[src/rtl/fpu_div.sv]
// fpu_div: IEEE-754 binary32 restoring divider (27 quotient bits, 5 rounding modes, subnormals flushed).
// Optional exception outputs flag_nv/flag_dz/flag_of/flag_uf are enabled by defining FPU_DIV_EXC_FLAGS_EN.
module fpu_div (
  input  logic        clk,
  input  logic        rst,
  input  logic        start,
  input  logic [31:0] operA_float32,
  input  logic [31:0] operB_float32,
  input  logic [2:0]  frm,
  output logic [31:0] result,
  output logic        done,
  output logic        busy,
  output logic        flag_nx
`ifdef FPU_DIV_EXC_FLAGS_EN
  ,
  output logic        flag_nv,
  output logic        flag_dz,
  output logic        flag_of,
  output logic        flag_uf
`endif
);
  typedef enum logic [2:0] {IDLE, CHECK, DIV, ROUND, DONE} state_t;
  state_t state;
  logic [31:0] a, b;
  logic [2:0] rm;
  logic [24:0] rem;
  logic [26:0] q;
  logic [4:0] cnt;
  logic s, za, zb, ia, ib, na, nb, spec, ge, g, st, inc, of, uf, up;
  logic [31:0] spec_res, rnd_res;
  logic [23:0] dvs, man, m24;
  logic signed [9:0] ex, e1, e2;
  logic [2:0] md;
  always_comb begin
    s = a[31] ^ b[31];
    za = a[30:23] == 8'd0;
    zb = b[30:23] == 8'd0;
    ia = a[30:23] == 8'hFF && a[22:0] == 23'd0;
    ib = b[30:23] == 8'hFF && b[22:0] == 23'd0;
    na = a[30:23] == 8'hFF && a[22:0] != 23'd0;
    nb = b[30:23] == 8'hFF && b[22:0] != 23'd0;
    spec = na | nb | za | zb | ia | ib;
    spec_res = (na | nb | (za & zb) | (ia & ib)) ? 32'h7FC00000 :
               (ia | zb) ? {s, 8'hFF, 23'h0} : {s, 31'h0};
    dvs = {1'b1, b[22:0]};
    ge = rem >= {1'b0, dvs};
    ex = $signed({2'b0, a[30:23]}) - $signed({2'b0, b[30:23]}) + 10'sd127;
  end
  // The mantissa ratio lies in (0.5, 2): q[26] tells which binade the quotient landed in.
  always_comb begin
    md = rm > 3'd4 ? 3'd0 : rm;
    man = q[26] ? q[26:3] : q[25:2];
    g = q[26] ? q[2] : q[1];
    st = (q[26] ? |q[1:0] : q[0]) | (|rem);
    e1 = q[26] ? ex : ex - 10'sd1;
    inc = md == 3'd0 ? g & (st | man[0]) :
          md == 3'd2 ? s & (g | st) :
          md == 3'd3 ? ~s & (g | st) :
          md == 3'd4 ? g : 1'b0;
    m24 = man + {23'd0, inc};
    e2 = e1 + $signed({9'd0, ~m24[23]});
    of = e2 >= 10'sd255;
    uf = e2 <= 10'sd0;
    up = md == 3'd0 || md == 3'd4 || (md == 3'd2 && s) || (md == 3'd3 && !s);
    rnd_res = of ? (up ? {s, 8'hFF, 23'h0} : {s, 31'h7F7FFFFF}) :
              uf ? {s, 31'h0} : {s, e2[7:0], m24[22:0]};
  end
`ifdef FPU_DIV_EXC_FLAGS_EN
  logic spec_nv, spec_dz;
  assign spec_nv = (na & ~a[22]) | (nb & ~b[22]) | (za & zb) | (ia & ib);
  assign spec_dz = zb & ~za & ~ia & ~na & ~nb;
`endif
  always_ff @(posedge clk or posedge rst) begin
    if (rst) begin
      state <= IDLE;
      a <= '0;
      b <= '0;
      rm <= '0;
      rem <= '0;
      q <= '0;
      cnt <= '0;
      result <= '0;
      done <= 1'b0;
      busy <= 1'b0;
      flag_nx <= 1'b0;
`ifdef FPU_DIV_EXC_FLAGS_EN
      {flag_nv, flag_dz, flag_of, flag_uf} <= '0;
`endif
    end else begin
      done <= 1'b0;
      case (state)
        IDLE: if (start) begin
          a <= operA_float32;
          b <= operB_float32;
          rm <= frm;
          flag_nx <= 1'b0;
          busy <= 1'b1;
          state <= CHECK;
`ifdef FPU_DIV_EXC_FLAGS_EN
          {flag_nv, flag_dz, flag_of, flag_uf} <= '0;
`endif
        end
        CHECK: if (spec) begin
          result <= spec_res;
          state <= DONE;
`ifdef FPU_DIV_EXC_FLAGS_EN
          flag_nv <= spec_nv;
          flag_dz <= spec_dz;
`endif
        end else begin
          rem <= {2'b01, a[22:0]};
          q <= '0;
          cnt <= '0;
          state <= DIV;
        end
        DIV: begin
          rem <= (ge ? rem - {1'b0, dvs} : rem) << 1;
          q <= {q[25:0], ge};
          cnt <= cnt + 5'd1;
          if (cnt == 5'd26) state <= ROUND;
        end
        ROUND: begin
          result <= rnd_res;
          flag_nx <= g | st | of | uf;
          state <= DONE;
`ifdef FPU_DIV_EXC_FLAGS_EN
          flag_of <= of;
          flag_uf <= uf;
`endif
        end
        DONE: begin
          done <= 1'b1;
          busy <= 1'b0;
          state <= IDLE;
        end
        default: state <= IDLE;
      endcase
    end
  end
endmodule

[config.mk]
export PLATFORM = sky130hd
export DESIGN_NAME = fpu_div
export DESIGN_NICKNAME = d
export VERILOG_FILES = /design/src/rtl/fpu_div.sv
export SDC_FILE = /design/constraint.sdc
export NUM_CORES = 1
export LEC_CHECK = 0
export CORE_ASPECT_RATIO = 1.25
export CORE_MARGIN = 2
export CORE_UTILIZATION = 58
export DETAILED_ROUTE_END_ITERATION = 12
export GPL_TIMING_DRIVEN = 0
export PLACE_DENSITY = 0.81
export SYNTH_ARGS = -nofsm -noshare
export SYNTH_HDL_FRONTEND = slang
export SYNTH_SLANG_ARGS = --single-unit
[constraint.sdc]
create_clock -name clk -period 8.72 [get_ports clk]
set_input_delay 1.744 -clock clk [delete_from_list [all_inputs] [get_ports clk]]
set_output_delay 1.744 -clock clk [all_outputs]
set_load 0.01 [all_outputs]
# Word level (Yosys, flattened, before mapping)
# Index checks and enable logic that the tools add are counted.
[op_classes]
eq_ne = 14
magnitude_cmp = 4
n_reduce_logical = 30
n_mux = 32
n_bitwise = 21
addsub = 7
[op_table]
columns = ["cell", "count"]
rows = [
  ["31-bit 2-to-1 mux", 3],
  ["24-bit 2-to-1 mux", 3],
  ["32-bit 2-to-1 mux", 2],
  ["32-bit one-hot mux with 2 select lines", 1],
  ["27-bit one-hot mux with 2 select lines", 1],
  ["25-bit one-hot mux with 2 select lines", 1],
  ["23-bit zero test", 2],
  ["23-bit nonzero test", 2],
  ["27-bit 2-to-1 mux", 1],
  ["25-bit by 24-bit >= comparator with 1-bit output", 1],
  ["25-bit 2-to-1 mux", 1],
  ["25-bit OR reduction", 1],
  ["24-bit by 1-bit adder with 24-bit output", 1],
  ["24-bit subtractor", 1],
  ["8-bit equality test (second input constant)", 2],
  ["8-bit zero test", 2],
  ["1-bit OR", 13],
  ["3-bit by 2-bit equality test with 1-bit output (second input constant)", 4],
  ["3-bit 2-to-1 mux", 4],
  ["3-bit one-hot mux with 4 select lines", 1],
  ["2-bit AND reduction", 6],
  ["10-bit by 2-bit adder with 10-bit output", 1],
  ["9-bit by 8-bit adder with 10-bit output (second input constant)", 1],
  ["10-bit by 9-bit >= comparator with 1-bit output (second input constant)", 1],
  ["23 further kinds", 52],
]
[totals]
word_cells = 119
register_bits = 162
out_inout_bits = 35
inputBits = 70

# Logic depth before layout (Yosys ltp)
[depth]
ltp_word = 15
mapped_depth = 33

# Least setup slack after synthesis
# OpenSTA, ideal clock, no wires.
[synth_timing]
path_kind = "flip-flop to flip-flop"
startpoint = "register q[26]"
endpoint = "register result[0]"
n_path_buf = 6
t_arrival_ps = 6034
path_stages_with_launch = 32
setup_ps = 126
required_time_ps = 8594
path_slack_ps = 2560
path_cell_list = "dfrtp_1 buf_2 clkbuf_1 clkbuf_1 mux2_2 or3b_2 a21oi_1 a31oi_1 ha_1 nand3_1 nor4_1 and2_1 clkbuf_1 and4_1 nand4b_1 nor2_1 and3_1 and3_1 a21o_1 o21ai_0 ha_1 ha_1 a21oi_1 or3_1 o31ai_1 o21ai_1 o311ai_1 nand3_2 and3_1 buf_4 buf_6 a221o_1"
[synth_via]
elab_chain_len = 14
word_cells_on_any_way = 22
classes_between = "add/sub: 2; order compare: 2; mux: 11; bitwise: 7"
[synth_lines]
columns = ["item", "line_no", "rtl"]
rows = [
  ["from (decl)", "27", "logic [26:0] q;"],
  ["from (signal assigned)", "118", "q <= {q[25:0], ge};"],
  ["1-bit 2-to-1 mux", "54", "st = (q[26] ? |q[1:0] : q[0]) | (|rem);"],
  ["1-bit OR", "54", ""],
  ["1-bit OR", "57, 58", ""],
  ["1-bit AND", "58", "md == 3'd3 ? ~s & (g | st) :"],
  ["1-bit 2-to-1 mux", "58", ""],
  ["1-bit 2-to-1 mux", "57", "md == 3'd2 ? s & (g | st) :"],
  ["1-bit 2-to-1 mux", "56", "inc = md == 3'd0 ? g & (st | man[0]) :"],
  ["24-bit by 1-bit adder with 24-bit output", "60", "m24 = man + {23'd0, inc};"],
  ["1-bit inverter", "61", "e2 = e1 + $signed({9'd0, ~m24[23]});"],
  ["10-bit by 2-bit adder with 10-bit output", "61", ""],
  ["10-bit by 1-bit less-or-equal comparator with 1-bit output", "63", "uf = e2 <= 10'sd0;"],
  ["31-bit 2-to-1 mux", "66", "uf ? {s, 31'h0} : {s, e2[7:0], m24[22:0]};"],
  ["31-bit 2-to-1 mux *", "65", "rnd_res = of ? (up ? {s, 8'hFF, 23'h0} : {s, 31'h7F7FFFFF}) :"],
  ["32-bit one-hot mux with 2 select lines *", "91", "case (state)"],
  ["to (signal assigned)", "104", "result <= spec_res;"],
  ["to (signal assigned)", "123", "result <= rnd_res;"],
  ["to (decl)", "10", "output logic [31:0] result,"],
]
# Every way passes the cells marked *; elsewhere a longest branch is shown, timed or not.
# A chain may end at the register's enable or synchronous reset.

# Final worst setup path
[layout_timing]
startpoint = "register q[26]"
endpoint = "register result[3]"
# Same word-level chain as after synthesis.

==> reports/metrics.cfg <==
[status]
status=finished, final reports clean

[setup_path]
cp-start-kind=flip-flop
worst_r2r_path_depth=32
criticalPathCategory=flip-flop to flip-flop
crit_path_end_kind=flip-flop
critPathMaxFanout=10
arrival_ns=7.90
critPathMaxStageDelay_ns=0.48
crit_required_ns=9.08
slowest_stage=nor4_1

[timing]
fin_tns_setup_ns=0
drv_slew=0
skew_ns=0.008772
grt_setup_unrepaired=false
clock.fmax_mhz=132.7
setup_viol=0
period_share_pct=86.44
worstMarginPinSlew_ns=0.8561
final.min_clock_period_ns=7.538
hold_violations=0
relSlewSlack_pct=42.71

[clock_network]
clk_path_buf_depth=2
cts_tree=done
cts_max_level=4
path_clk_slew_ns=0.06
cts_hold_buf=0
post_cts_buffers=0
clk_root_buffer_cell=clkbuf_16
clock_latency_ns=0.43
numCtsBuffers=17
cts_resized=0
cts.sinks=162

[global_route]
grt_max_degree=92
grt_pass1_wl_mm=45.87
gr-total-overflow=0
antenna_found_initial=0
grt_use_total_pct=30.74
grt_pass1_vias=9301

[placement]
port_buffers=104
dpl.hpwl_mm=21.09
place.gp.congestion=0.9519

[synthesis]
async_flop_share_pct=100.0
synth.net_count=1263
synth.distinct_cells=76
synth_edf_count=0
ys.flop_type=dfrtp_1
ys_warn_count=0
synth_seq_cells=162
syn_area_um2=10360
syn-instance-count=1152
yosysSeqAreaShare_pct=39.13
synth_area_per_cell_um2=8.993

[final_layout]
syn2layout_area_growth_pct=18.96
final_layout_size_suffix_gt1_share_pct=8.301
nets=1387
fill_cells=1355
antenna_cells=0
final_common_cell=dfrtp_1
final_cell_mix=162 x dfrtp_1, 147 x nand2_1, 104 x clkdlybuf4s50_1

[floorplan]
start_util_pct=59.20
die_w_um=123.5
boundaryPins=105
die_area_um2=18950
die_h_um=153.4
fp-row-count=54
core_area_um2=17500

[detailed_routing]
first_pass_iters=5
wl_per_cell_um=18.52
dr_total_vias=9412
routed_wl_mm=28.02
drc=0
drt_iter0_drc=854
viasPerCell=6.221
ant_nets=0

[run]
drv_cap=0

[min_path]
min_delay_path_depth=1
hold_path_class=flip-flop to flip-flop

worst max-delay path, delay by kind of cell (launching register included):
kind,cells,cell delay [ns]
DFF,1,0.31
buffers and inverters,5,1.45
AOI/OAI and AO/OA,6,0.91
and+or+nand+nor,18,4.04
adders and majority gates,3,0.75
per-stage QoR:
step / cell area (um^2) / hold slack, ns / worst slack (ns) / utilization (%) / cells
final: 12320 / 0.5085 / 1.182 / 70.43 / 1513
after global placement: 11680 / 0.4926 / 0.5506 / 66.75 / 1480
after detailed placement: 11710 / 0.5007 / 1.323 / 66.94 / 1481
after CTS: 12320 / 0.5149 / 1.263 / 70.43 / 1513
after floorplan: 10360 / 0.4504 / 2.560 / - / 1152
after global routing: 12320 / 0.5283 / 0.4782 / 70.43 / 1513
state kept, by name, indices dropped and copies added, names as in the netlist:
register,flops
a,32
done,1
q,27
state,3
cnt,5
rm,3
flag_nx,1
rem,25
b,32
busy,1
result,32
Yosys cell counts (all sizes together) (11+ instances only):
master	instances	area, um^2
ha	39	488.0
nand2	147	551.8
nor4	31	209.0
nor2b	29	183.9
xnor2	35	336.6
clkbuf	39	146.4
o21ai	98	490.5
dfrtp	162	4054
a21oi	85	429.2
nand4	17	112.6
nand2b	11	68.82
inv	56	210.2
mux2	42	480.5
nand3	21	110.1
a211oi	28	215.2
mux2i	31	310.3
a221o	23	230.2
nor2	62	232.7
nor3	21	110.1
o31ai	12	90.09
buf	17	102.6
xor2	16	162.7
logic make-up after synthesis:
kind of cell             count (synthesis)  synth area share [%]
AO/OA/AOI/OAI                          330                 20.64
XOR/XNOR                                52                 5.036
adder cells (fa/ha/maj)                 41                 5.097
buffers and inverters                  114                 4.505
flip-flops                             162                 39.13
multiplexers                            73                 7.633
AND/OR/NAND/NOR                        380                 17.96
path summary, 6_finish.rpt:
kind,startpoint,end,slack [ns]
hold / removal,result[4],result[4],0.51
setup / recovery,q[26],result[3],1.18
max in group asynchronous,rst,rem[9],6.05
min in group asynchronous,rst,result[29],1.80
setup reg to reg,q[26],result[3],1.18
hold reg to reg,result[4],result[4],0.51
routing by layer:
layer	track usage [%]	vias to the layer above	routed length, um
met3	4.963	94	1416
met1	36.55	4487	10920
met4	15.58	0	1303
met5	0	-	0
li1	-	4437	-
met2	52.85	394	14380
layout make-up:
class | instances | area (um^2) | area share [%]
buffer | 56 | 249.0 | 2.020
clock buffer | 22 | 464.2 | 3.767
clock inverter | 10 | 146.4 | 1.188
inverter | 58 | 222.7 | 1.807
multi-input combinational | 876 | 5839 | 47.38
sequential | 162 | 4054 | 32.89
tap | 224 | 280.3 | 2.274
timing repair buffer | 105 | 1069 | 8.670
Power is left out: the tool's default activity adds up to more than one toggle a clock period on the data nets, which glitch-free logic cannot reach.
